**src/rtl/uart_pkg.sv**
```systemverilog
// Shared types and helpers for the configurable UART transmitter:
// FSM state encoding, parity-mode codes and the parity calculation.
package uart_pkg;

   typedef enum logic [2:0] {
      IDLE,
      START,
      DATA,
      PARITY,
      STOP
   } tx_state_t;

   localparam logic [1:0] PAR_NONE = 2'b00;
   localparam logic [1:0] PAR_EVEN = 2'b01;
   localparam logic [1:0] PAR_ODD  = 2'b10;

   localparam int MAX_DATA_BITS = 9;

   // Narrower words are zero-extended by the caller, which leaves the XOR unchanged.
   function automatic logic parity_bit(input logic [MAX_DATA_BITS-1:0] data,
                                       input logic [1:0] mode);
      logic even_par;
      even_par = ^data;
      return (mode == PAR_ODD) ? ~even_par : even_par;
   endfunction

   function automatic logic parity_enabled(input logic [1:0] mode);
      logic en;
      case (mode)
         PAR_EVEN, PAR_ODD: en = 1'b1;
         PAR_NONE:          en = 1'b0;
         default:           en = 1'b0;
      endcase
      return en;
   endfunction

endpackage

```
**src/rtl/uart_tx_cfg_if.sv**
```systemverilog
// Host-side valid/ready word stream feeding the UART transmitter.
interface uart_tx_cfg_if #(
   parameter int DATA_BITS = 8
);

   logic [DATA_BITS-1:0] tx_data;
   logic                 tx_valid;
   logic                 tx_ready;

   modport master (
      output tx_data,
      output tx_valid,
      input  tx_ready
   );

   modport slave (
      input  tx_data,
      input  tx_valid,
      output tx_ready
   );

endinterface

```
**src/rtl/uart_tx_cfg.sv**
```systemverilog
// Runtime-configurable UART transmitter (5..9 data bits, none/even/odd parity,
// 1 or 2 stop bits) with a one-word holding register for back-to-back frames.
module uart_tx_cfg
   import uart_pkg::*;
#(
   parameter int DATA_BITS = 8
) (
   input  logic               clk,
   input  logic               rst,
   input  logic               baud_tick,
   uart_tx_cfg_if.slave       tx_if,
   input  logic [1:0]         cfg_parity,
   input  logic               cfg_stop2,
   output logic               uart_tx_out,
   output logic               tx_busy,
   output logic               frame_done
);

   localparam logic [3:0] LAST_BIT = 4'(DATA_BITS);

   tx_state_t              state;
   logic                   hold_full;
   logic [DATA_BITS-1:0]   hold_data;
   logic [DATA_BITS-1:0]   shift_reg;
   logic [MAX_DATA_BITS-1:0] hold_wide;
   logic [3:0]             bit_cnt;
   logic                   stop_cnt;
   logic                   frame_par_en;
   logic                   frame_par_bit;
   logic                   frame_stop2;
   logic                   accept;
   logic                   stop_last;
   logic                   load;

   // Zero-extend the held word so the package parity helper works for any width.
   always_comb begin
      hold_wide                  = '0;
      hold_wide[DATA_BITS-1:0]   = hold_data;
   end

   assign tx_if.tx_ready = !hold_full;
   assign tx_busy        = (state != IDLE);
   assign accept         = tx_if.tx_valid && !hold_full;
   assign stop_last      = !(frame_stop2 && !stop_cnt);
   assign load           = baud_tick && hold_full &&
                           ((state == IDLE) || ((state == STOP) && stop_last));

   // Holding register: accept only while empty, so accept and load never collide.
   always_ff @(posedge clk) begin
      if (rst) begin
         hold_full <= 1'b0;
         hold_data <= '0;
      end else if (load) begin
         hold_full <= 1'b0;
      end else if (accept) begin
         hold_full <= 1'b1;
         hold_data <= tx_if.tx_data;
      end
   end

   // Bit sequencer: every line change happens on a baud tick; the load block at
   // the end overrides the case so a held word starts with no idle gap.
   always_ff @(posedge clk) begin
      if (rst) begin
         state         <= IDLE;
         uart_tx_out   <= 1'b1;
         frame_done    <= 1'b0;
         shift_reg     <= '0;
         bit_cnt       <= '0;
         stop_cnt      <= 1'b0;
         frame_par_en  <= 1'b0;
         frame_par_bit <= 1'b0;
         frame_stop2   <= 1'b0;
      end else begin
         frame_done <= 1'b0;
         if (baud_tick) begin
            case (state)
               IDLE: begin
                  uart_tx_out <= 1'b1;
               end
               START: begin
                  uart_tx_out <= shift_reg[0];
                  shift_reg   <= shift_reg >> 1;
                  bit_cnt     <= 4'd1;
                  state       <= DATA;
               end
               DATA: begin
                  if (bit_cnt < LAST_BIT) begin
                     uart_tx_out <= shift_reg[0];
                     shift_reg   <= shift_reg >> 1;
                     bit_cnt     <= bit_cnt + 4'd1;
                  end else if (frame_par_en) begin
                     uart_tx_out <= frame_par_bit;
                     state       <= PARITY;
                  end else begin
                     uart_tx_out <= 1'b1;
                     stop_cnt    <= 1'b0;
                     state       <= STOP;
                  end
               end
               PARITY: begin
                  uart_tx_out <= 1'b1;
                  stop_cnt    <= 1'b0;
                  state       <= STOP;
               end
               STOP: begin
                  if (!stop_last) begin
                     stop_cnt <= 1'b1;
                  end else begin
                     frame_done  <= 1'b1;
                     uart_tx_out <= 1'b1;
                     state       <= IDLE;
                  end
               end
               default: begin
                  uart_tx_out <= 1'b1;
                  state       <= IDLE;
               end
            endcase

            if (load) begin
               shift_reg     <= hold_data;
               frame_par_en  <= parity_enabled(cfg_parity);
               frame_par_bit <= parity_bit(hold_wide, cfg_parity);
               frame_stop2   <= cfg_stop2;
               uart_tx_out   <= 1'b0;
               state         <= START;
            end
         end
      end
   end

endmodule

```
**src/flat_wrapper.sv**
```systemverilog
// flat-port wrapper written by rule: the top's interface ports become plain ports
module uart_tx_cfg_flat import uart_pkg::*;
#(
   parameter int DATA_BITS = 8
)
  (clk, rst, baud_tick, cfg_parity, cfg_stop2, uart_tx_out, tx_busy, frame_done, tx_if_tx_data, tx_if_tx_valid, tx_if_tx_ready);
  uart_tx_cfg_if #(.DATA_BITS(DATA_BITS)) tx_if_i ();
  input  logic clk;
  input  logic rst;
  input  logic baud_tick;
  input  logic [1:0] cfg_parity;
  input  logic cfg_stop2;
  output logic uart_tx_out;
  output logic tx_busy;
  output logic frame_done;
  input wire logic [$bits(tx_if_i.tx_data)-1:0] tx_if_tx_data;
  input wire logic [$bits(tx_if_i.tx_valid)-1:0] tx_if_tx_valid;
  output wire logic [$bits(tx_if_i.tx_ready)-1:0] tx_if_tx_ready;
  assign tx_if_i.tx_data = tx_if_tx_data;
  assign tx_if_i.tx_valid = tx_if_tx_valid;
  assign tx_if_tx_ready = tx_if_i.tx_ready;
  uart_tx_cfg #(.DATA_BITS(DATA_BITS)) u_core (.clk(clk), .rst(rst), .baud_tick(baud_tick), .tx_if(tx_if_i), .cfg_parity(cfg_parity), .cfg_stop2(cfg_stop2), .uart_tx_out(uart_tx_out), .tx_busy(tx_busy), .frame_done(frame_done));
endmodule
```
**config.mk**
```make
export PLATFORM = sky130hd
export DESIGN_NAME = uart_tx_cfg_flat
export DESIGN_NICKNAME = d
export VERILOG_FILES = /design/src/rtl/uart_pkg.sv /design/src/rtl/uart_tx_cfg_if.sv /design/src/rtl/uart_tx_cfg.sv /design/src/flat_wrapper.sv
export SDC_FILE = /design/constraint.sdc
export NUM_CORES = 1
export LEC_CHECK = 0
export BUFFER_PORTS_ARGS = -buffer_cell sky130_fd_sc_hd__clkbuf_2
export CELL_PAD_IN_SITES_DETAIL_PLACEMENT = 0
export CELL_PAD_IN_SITES_GLOBAL_PLACEMENT = 1
export CORE_ASPECT_RATIO = 0.9
export CORE_UTILIZATION = 45
export DETAILED_ROUTE_END_ITERATION = 7
export PLACE_DENSITY = 0.92
export SKIP_LAST_GASP = 1
export SYNTH_ARGS = -nofsm -noshare
export SYNTH_HDL_FRONTEND = slang
export SYNTH_SLANG_ARGS = --single-unit
```
**constraint.sdc**
```tcl
create_clock -name clk -period 2.44 [get_ports clk]
set_input_delay 0.488 -clock clk [delete_from_list [all_inputs] [get_ports clk]]
set_output_delay 0.488 -clock clk [all_outputs]
set_load 0.01 [all_outputs]
```
Word-level counts from Yosys, hierarchy flattened
Cells that the tools add are included.

Output and inout bits: 4. Input port bits: 15. Register bits after elaboration: 30.

Add/subtract/negate cells: 1. Mux-type cells: 22. Magnitude comparators: 1. Bitwise logic cells: 4. Reduce and logical (&&, ||, !) cells: 25. Eq/ne operators: 14.

Operator list (number): two-way mux 8 bit (2); one-hot mux 8 bit (2 select lines) (1); one-hot mux 3 bit (5 select lines) (1); two-way mux 3 bit (4); two-way mux 1 bit (10); nonzero test 3 bit (3); parity 9 bit (1); one-hot mux 4 bit (2 select lines) (1); equality test 3 x 2 -> 1 bit, second input constant (2); inequality test 2 bit, second input constant (3); inequality test 3 x 2 -> 1 bit, second input constant (2); one-hot mux 1 bit (3 select lines) (2); AND reduction 2 bit (3); AND reduction 3 bit (2); logical AND 1 bit (5); AND reduction 5 bit (1); adder 4 x 1 -> 4 bit, second input constant (1); < comparator 4 bit, second input constant (1); two-way mux 4 bit (1); inequality test 2 x 1 -> 1 bit, second input constant (2); NOT 1 bit (4); AND reduction 4 bit (1); OR reduction 2 bit (2); equality test 3 x 1 -> 1 bit, second input constant (1); other kinds (9) (11).

Longest topological paths before layout
Gate-level depths: netlist (run 1).

Depth in word-level cells: 8. Depth in mapped cells: 6.

Worst setup path after synthesis (run 1)
Ideal clock, no wire load.

Kind: input port to flip-flop. Start point: input cfg_parity[0]. End point: register u_core.frame_par_bit. Path buffers: 0. Stages: 5. Setup slack: 899 ps. Data arrival time: 1446 ps. Cell sequence: inv_1 > ha_1 > xnor2_1 > xnor3_1 > o311ai_1.

Cells in the longest elaborated chain, start to end: 2.

RTL lines: start: declaration (line flat_wrapper.sv:11) `input logic [1:0] cfg_parity;`; equality test 2 bit (line uart_pkg.sv:24) `return (mode == PAR_ODD) ? ~even_par : even_par;`; two-way mux 1 bit (line uart_pkg.sv:24); end signal: assignment (line uart_tx_cfg.sv:124) `frame_par_bit <= parity_bit(hold_wide, cfg_parity);`; end: declaration (line uart_tx_cfg.sv:29) `logic frame_par_bit;`.

No other way between the ends. A chain may end at the register's enable or synchronous reset.

Worst setup path after layout (run 1)
Start point: register u_core.state[1]. End point: output tx_busy.

Cells in the longest elaborated chain, start to end: 1.

RTL lines: start: declaration (line uart_tx_cfg.sv:21) `tx_state_t state;`; start signal: assignment (line uart_tx_cfg.sv:65) `state <= IDLE;`; start signal: assignment (line uart_tx_cfg.sv:85) `state <= DATA;`; start signal: assignment (line uart_tx_cfg.sv:94) `state <= PARITY;`; nonzero test 3 bit (line uart_tx_cfg.sv:42) `assign tx_busy = (state != IDLE);`; end: declaration (line flat_wrapper.sv:14) `output logic tx_busy;`.

No other way between the ends.

==> impl_metrics.toml, run 1 <==
[sta]
rsz0062_at_grt = "false"
fmax_mhz = 548
skew_ns = 0.00308
hold_violations = 0
slew_viol_final = 0
min_period_ns = 1.83
slew_headroom = 0.558
fin_ws_ns = 0.615
setup_violations = 0
tightestPinTransition_ns = 0.659
finalSetupTns_ns = 0
post-route-period-util = 0.748

[logic_synthesis]
synth_xor_area_frac = 0.0491
synth_top_cell_by_area = "dfxtp_1"
synth_area_leaders = "dfxtp_1, nor2_1, a21oi_1, mux2i_1, nand2_1"
synth-edff-count = 0
synth_area_per_cell_um2 = 8.80
synth_mux_area_frac = 0.0551
yosys_register_bits = 30
synth_compound_area_frac = 0.203
syn_inst = 165
synthAdderAreaFrac = 0.0172
synthSimpleGateAreaFrac = 0.211
yosysUniqueCellTypes = 42
ys.flop_type = "dfxtp_1"
synth_area_um2 = 1450
synth_top_family_by_area = "simple AND/OR/NAND/NOR gates"
synth.top_cell.area_share = 0.413
synth.most_common_cell = "dfxtp_1"
synth_common_cells = "dfxtp_1, nor2_1, nand2_1, a21oi_1"
yosysSeqAreaShare = 0.413
ys_warn_count = 0
synth_fp_nets = 182
async_reset_ff_frac = 0

[routing]
wire_per_inst_um = 13.6
drt-vias-per-instance = 5.54
drt_iter0_drc = 105
wl_um = 3070
drt_first_pass_iters = 4
wl_met3_um = 130
vias = 1246
maxUsedRoutingLayer = "met4"
wl_met2_um = 1490
drc = 0
met1_length_um = 1400
drtAntennaViolNets = 0

[die]
ioPinCount = 19
coreArea_um2 = 3070
initial_core_util = 0.474
die_h_um = 55.9
die_w_um = 61.9
dieArea_um2 = 3460
num_rows = 19

[worst_setup_path]
cp.arrival_ns = 1.34
crit_path_end_kind = "output pin"
criticalPathCategory = "flip-flop to output pin"
critical_path.max_fanout = 14
start_kind = "flip-flop"
required_ns = 1.95

[clock_tree]
clkLatencyLatePin_ns = 0.33
cts_hold_repair.buffers = 0
h-tree-depth = 2
path_clk_slew_ns = 0.10
cts_buffers = 5
cts_buffer_depth = 2
post_cts_buffers = 0
clock-sinks = 30
cts-root-buf = "clkbuf_4"
cts_tree = "done"
cts_resized = 0

[job]
max_cap_violations = 0

[finish]
antenna_cells = 0
fill_cells = 289
multi_input_area_um2 = 778
nets = 199
fin_util = 0.529
drive_gt1_frac = 0.169
fin_cells = 225
regArea_um2 = 601
area_growth_pct = 11.7

[pwr]
power_density_nw_per_um2 = 646
power.leakage_uw = 0.000658
vdd_drop_max_v = 0.000363
fin_total_pwr_uw = 1050

[global_route]
grt_max_degree = 33
grt_overflow = 0
gr-usage-all-layers = 0.214
grt_pass1_wl_um = 5350
antenna_found_initial = 0
grt_pass1_vias = 1166

[placement]
dp_slack_ns = 0.748
gp_congestion = 0.810
dp_cells = 217
port_buffers = 18
dp_hpwl_um = 2210

[outcome]
status = "complete, no violations"

[min_path]
hp-class = "primary input to flip-flop"
power by group:
group	leakage, uW	switching [uW]	internal (uW)	total [uW]
Combinational	0.000379	92.9	83.7	177
Sequential	0.000245	32.1	518	550
Clock	0.0000343	182	138	320
Total	0.000658	307	740	1050
per-stage QoR:
step | hold WS, ns | instance area [um^2]
final | 0.377 | 1620
after global routing | 0.370 | 1620
after CTS | 0.370 | 1620
after detailed placement | 0.458 | 1560
after global placement | 0.447 | 1560
after floorplan | 0.437 | 1450
per-layer routing:
layer  up-vias  track usage
li1        628            -
met1       581        0.285
met2        30        0.320
met3         7       0.0628
met4         0       0.0857
met5         -            0
cell type report:
type	count	share of cell area
Sequential cell	30	0.370
Multi-Input combinational cell	119	0.480
Clock buffer	6	0.0316
Tap cell	42	0.0324
Inverter	6	0.0139
Timing Repair Buffer	20	0.0648
Clock inverter	2	0.00771
cell usage in the layout, fill, tap and decap left out, types with 2 or more instances in the layout:
cell | synthesis | final
a21oi_1 | 16 | 16
nand3b_1 | 3 | 3
clkbuf_4 | 0 | 5
nand2_1 | 17 | 17
mux2i_1 | 8 | 8
a21o_1 | 2 | 2
a311oi_1 | 2 | 2
ha_1 | 2 | 2
inv_1 | 6 | 6
xnor3_1 | 2 | 2
nand2b_1 | 2 | 2
o21ai_0 | 4 | 4
nand3_1 | 4 | 4
clkbuf_2 | 0 | 18
nor2b_1 | 2 | 2
xnor2_1 | 2 | 2
a22oi_1 | 2 | 2
a211oi_1 | 8 | 8
buf_4 | 1 | 2
a31oi_1 | 2 | 2
nor2_1 | 22 | 22
dfxtp_1 | 30 | 30
path summary, 6_finish.rpt:
check                        endpoint  depth (start not counted)                 from  slack [ns]
setup / recovery              tx_busy                          3      u_core.state[1]        0.61
setup reg to reg  u_core.shift_reg[2]                          4      u_core.state[1]        0.70
hold reg to reg   u_core.shift_reg[6]                          2  u_core.shift_reg[6]        0.47
hold / removal     u_core.frame_stop2                          3            cfg_stop2        0.38
cell families (layout without fill, tap and decap cells):
| logic type | after synthesis | count (layout) |
|---|---|---|
| DFF | 30 | 30 |
| and+or+nand+nor | 59 | 59 |
| adders and majority gates | 2 | 2 |
| xor gates and xnor gates | 5 | 5 |
| AOI/OAI and AO/OA | 45 | 45 |
| muxes | 8 | 8 |
| buffers and inverters | 16 | 34 |
worst max-delay path, cell delays in order, from the launching register on:
cell and delay [ns]:
dfxtp_1 0.44, nor2_1 0.34, nand2_1 0.09, clkbuf_2 0.13
No activity file was read; power rests on OpenSTA's default activity.
==> run 2: changes to the inputs <==
ABC_AREA = 1   (was not set)
CORE_UTILIZATION = 37   (was 45)
PLACE_DENSITY = 0.84   (was 0.92)
clock period = 1.57 ns   (was 2.44 ns; I/O delays follow)
==> run 2 against run 1 <==
  * The run now ends with design-rule violations left
  * Core utilization shrank 9.5 points
  * Largest cell class unchanged
  * Register-to-register slack worse by 0.55 ns
  * Worst setup slack got worse by 0.47 ns
  * Area after synthesis rose by 7.6%
  * Clock skew fell by 0.0014 ns
  * Cell area increased by 8.9%
  * Routed wire length rose by 8.6%
  * Combinational power is 60% higher
  * Synthesized cell count increased by 32%
  * Via count rose by 12%
  * Clock-buffer cell count up 1
==> impl_metrics.toml, run 2 <==
[finish]
antenna_cells = 0
drive_gt1_frac = 0.199
mostFrequentLayoutCells = "nand2_1, dfxtp_1, a21oi_1"
regArea_um2 = 601
fill_cells = 435
layout_commonest_cell = "nand2_1"
area_growth_pct = 13.1
multi_input_area_um2 = 791
nets = 257
fin_cells = 289

[logic_synthesis]
async_reset_ff_frac = 0
synth_common_cells = "nand2_1, dfxtp_1, a21oi_1, inv_1, nand3_1"
syn_inst = 218
ys_warn_count = 0
synth.most_common_cell = "nand2_1"
synth-edff-count = 0
yosys_register_bits = 30
ys.flop_type = "dfxtp_1"
synth_area_leaders = "dfxtp_1, nand2_1, a21oi_1, nand3_1, inv_1"
synth.top_cell.area_share = 0.384
synth_top_cell_by_area = "dfxtp_1"
synth_area_um2 = 1560
synth_fp_nets = 235
yosysUniqueCellTypes = 31
yosysSeqAreaShare = 0.384
synth_area_per_cell_um2 = 7.17

[die]
die_w_um = 70.5
num_rows = 22
initial_core_util = 0.384
coreArea_um2 = 4070
ioPinCount = 19
dieArea_um2 = 4490
die_h_um = 63.7

[worst_setup_path]
critical_path.max_fanout = 8
crit_path_end_kind = "flip-flop"
cp-startpoint = "u_core.state[2]"
r2r-start = "u_core.state[2]"
required_ns = 1.79
criticalPathCategory = "flip-flop to flip-flop"
start_kind = "flip-flop"
cp.arrival_ns = 1.64

[pwr]
pwr-share-clk = 0.362
swShare = 0.281
p_int_uw = 1270
power.leakage_uw = 0.000796
vdd_drop_max_v = 0.000446
p_comb_frac = 0.161
power_density_nw_per_um2 = 997
p_switching_uw = 494
fin_total_pwr_uw = 1760
p_seq_frac = 0.477

[sta]
min_period_ns = 1.42
rsz0062_at_grt = "false"
finalSetupTns_ns = 0
hold_violations = 0
tightestPinTransition_ns = 0.469
skew_ns = 0.00168
setup_violations = 0
slew_viol_final = 0
slew_headroom = 0.687
post-route-period-util = 0.907
fmax_mhz = 703

[clock_tree]
cts_buffer_depth = 2
clkLatencyLatePin_ns = 0.28
clock-sinks = 30
cts_hold_repair.buffers = 0
path_clk_slew_ns = 0.06
cts_tree = "done"
post_cts_buffers = 0
h-tree-depth = 2
cts_buffers = 5
cts-root-buf = "clkbuf_8"
cts_resized = 0

[routing]
drtAntennaViolNets = 0
wire_per_inst_um = 11.5
drt_iter0_drc = 64
wl_um = 3330
vias = 1395
drc = 6
drt_first_pass_iters = 7
drt-vias-per-instance = 4.83

[global_route]
grt_overflow = 0
antenna_found_initial = 0
gr-usage-all-layers = 0.163
grt_pass1_vias = 1213
grt_max_degree = 17
grt_pass1_wl_um = 5480

[placement]
port_buffers = 18
dp_cells = 281
gp_congestion = 0.847
dp_hpwl_um = 2390

[job]
max_cap_violations = 0

[outcome]
status = "finished with violations"
violations = "design-rule violations"

[min_path]
hp-class = "primary input to flip-flop"
hold_start = "tx_if_tx_data[7]"
## run 2: path summary, 6_finish.rpt
kind | end | slack, ns | depth (start not counted)
hold reg to reg | u_core.stop_cnt | 0.46 | 2
hold / removal | u_core.hold_data[7] | 0.28 | 3
setup / recovery | u_core.shift_reg[3] | 0.15 | 10
setup reg to reg | u_core.shift_reg[3] | 0.15 | 10
## run 2: critical path: stages, from the launching register on
cell and delay (ns):
dfxtp_1 0.33, inv_2 0.11, nand2_2 0.08, nor2_4 0.14, nand3_1 0.13, nand2_4 0.13, buf_4 0.16, nand2_1 0.06
nand2_1 0.06, nand2_1 0.05, a21oi_1 0.10
## run 2: cells by family after synthesis
| group | count (synthesis) | synth area share |
|---|---|---|
| adders and majority gates | 2 | 0.0160 |
| buffers and inverters | 34 | 0.113 |
| and+or+nand+nor | 103 | 0.314 |
| DFF | 30 | 0.384 |
| xor gates and xnor gates | 3 | 0.0168 |
| AOI/OAI and AO/OA | 46 | 0.156 |
## run 2: through the flow
step           utilization  hold WS, ns  setup WS, ns  area [um^2]
2_1_floorplan            -        0.437         0.326         1560
3_3_place_gp         0.409        0.450         0.127         1670
3_5_place_dp         0.409        0.454        0.0927         1670
4_1_cts              0.432        0.270        0.0802         1760
5_1_grt              0.434        0.314       0.00353         1770
6_report             0.434        0.280         0.147         1770
## run 2: power by group through the flow
stage,logic [uW],clock network (uW),registers [uW]
2_1_floorplan,225,0,849
3_3_place_gp,281,0,856
3_5_place_dp,283,0,856
4_1_cts,283,660,840
5_1_grt,326,696,845
6_report,284,637,841
## run 2: layout make-up
| class | instances | share of cell area |
|---|---|---|
| Clock inverter | 1 | 0.00283 |
| Inverter | 27 | 0.0594 |
| Multi-Input combinational cell | 154 | 0.447 |
| Tap cell | 48 | 0.0340 |
| Clock buffer | 7 | 0.0488 |
| Timing Repair Buffer | 22 | 0.0679 |
| Sequential cell | 30 | 0.340 |
## run 2: routing by layer
| layer | track usage | vias to the layer above | share of wire | routed length, um |
|---|---|---|---|---|
| met5 | 0 | - | 0 | 0 |
| met4 | 0.0689 | 0 | 0.015 | 49 |
| met3 | 0.0704 | 6 | 0.049 | 162 |
| met2 | 0.254 | 25 | 0.45 | 1490 |
| met1 | 0.196 | 615 | 0.49 | 1630 |
| li1 | - | 749 | - | - |
==> run 3: changes to the inputs <==
SETUP_SLACK_MARGIN = 0.4   (was not set)
==> run 3 against run 2 <==
  * The run still ends with design-rule violations left
  * Critical path depth fell by 1
  * Cell area rose by 10%
  * Global-route usage rose by 0.94 points
  * Critical path type unchanged
  * Critical endpoint is now u_core.shift_reg[4]
  * Largest cell class unchanged
  * Largest power group unchanged
==> impl_metrics.toml, run 3 (synthesized netlist as in run 2, its figures left out) <==
[clock_tree]
clkLatencyLatePin_ns = 0.28
path_clk_slew_ns = 0.07
cts_buffer_depth = 2
cts-root-buf = "clkbuf_8"
cts_buffers = 5
clock-sinks = 30
h-tree-depth = 2
cts_tree = "done"

[min_path]
hp-class = "primary input to flip-flop"
holdPathStages = 3
hold-path-endpoint = "u_core.frame_stop2"
hold_start = "cfg_stop2"

[sta]
rsz0062_at_grt = "true"
tightestPinTransition_ns = 0.405
setup_violations = 0
min_period_ns = 1.32
finalSetupTns_ns = 0
post-route-period-util = 0.839
slew_viol_final = 0
slew_headroom = 0.730
skew_ns = 0.00739
fmax_mhz = 759
hold_violations = 0

[placement]
port_buffers = 18
gp_congestion = 0.773
dp_hpwl_um = 2470

[routing]
drtAntennaViolNets = 0
drt_iter0_drc = 97
vias = 1461
drt_first_pass_iters = 6
drt-vias-per-instance = 4.97
drc = 4
wl_um = 3700
wire_per_inst_um = 12.6

[global_route]
gr-usage-met3 = 0.0432
grt_pass1_vias = 1359
gr-usage-all-layers = 0.173
grt_overflow = 0
grt_pass1_wl_um = 6000
met1_usage = 0.201
grt-busiest-layer = "met2"
antenna_found_initial = 0
grt_max_degree = 17
globalRouteMet2Util = 0.301

[finish]
area_growth_pct = 24.5
antenna_cells = 0
fin_util = 0.478
nets = 262
drive_gt1_frac = 0.301
mostFrequentLayoutCells = "nand2_1, dfxtp_1, a21oi_1"
layout_commonest_cell = "nand2_1"

[worst_setup_path]
required_ns = 1.73
start_kind = "flip-flop"
crit_path_end_kind = "flip-flop"
criticalPathCategory = "flip-flop to flip-flop"
reg2reg_to = "u_core.shift_reg[4]"
critical_path.max_fanout = 12
r2r_cells = 9
r2r-start = "u_core.state[1]"
cp.arrival_ns = 1.48
rrSetupSlack_ns = 0.25

[die]
die_h_um = 63.7
die_w_um = 70.5
initial_core_util = 0.384
num_rows = 22
coreArea_um2 = 4070
dieArea_um2 = 4490
ioPinCount = 19

[job]
max_cap_violations = 0

[outcome]
violations = "design-rule violations"
status = "finished with violations"

[pwr]
vdd_drop_max_v = 0.000476
power_density_nw_per_um2 = 911
power.leakage_uw = 0.000857
[run 3: worst max path at each step]
stage | start | to | slack, ns | depth (start not counted)
2_1_floorplan | u_core.state[2] | u_core.shift_reg[4] | 0.36 | 10
3_3_place_gp | u_core.state[2] | u_core.shift_reg[2] | 0.09 | 8
3_5_place_dp | u_core.state[2] | u_core.shift_reg[4] | 0.08 | 8
4_1_cts | u_core.state[2] | tx_busy | 0.28 | 3
5_1_grt | u_core.state[2] | u_core.shift_reg[2] | 0.19 | 9
6_report | u_core.state[1] | u_core.shift_reg[4] | 0.25 | 9
[run 3: through the flow]
step	total power [uW]	setup slack (ns)	cells	cell area, um^2	hold WS, ns
detailed placement	1140	0.0846	278	1690	0.460
floorplan	1080	0.362	218	1600	0.437
global placement	1130	0.0928	278	1690	0.451
finish	1770	0.253	294	1950	0.272
global route	1870	0.188	294	1950	0.307
CTS	1760	0.281	292	1870	0.270
[run 3: per-layer routing]
metal | wire length [um] | part of all wire
met3 | 147 | 0.040
met5 | 0 | 0
met2 | 1840 | 0.50
met1 | 1650 | 0.45
met4 | 61 | 0.016
[run 3: cell type report]
type / count / area, um^2
Timing Repair inverter: 1 / 8.76
Fill cell: 423 / 2130
Tap cell: 48 / 60.1
Sequential cell: 30 / 612
Clock buffer: 8 / 80.1
Multi-Input combinational cell: 156 / 917
Inverter: 27 / 116
Timing Repair Buffer: 24 / 151
[run 3: critical path: stages (launching register included)]
cell,delay (ns)
dfxtp_4,0.37
inv_4,0.08
nand3_2,0.10
inv_2,0.09
nand2_4,0.08
a21oi_4,0.15
buf_12,0.14
nand2_1,0.05
nand2_1,0.07
a21oi_2,0.05
[run 3: repair_timing]
action,4_1_cts,5_1_grt
pin swaps,7,2
hold buffers,0,0
buffers inserted,4,1
endpoints found under the hold margin,0,0
endpoints found under the setup margin,24,30
gates resized for setup,13,20
gates cloned,2,1
[run 3: power by group]
part           switching (uW)  internal [uW]
clock                     291            315
sequential               36.1            803
combinational             204            124
total                     531           1240
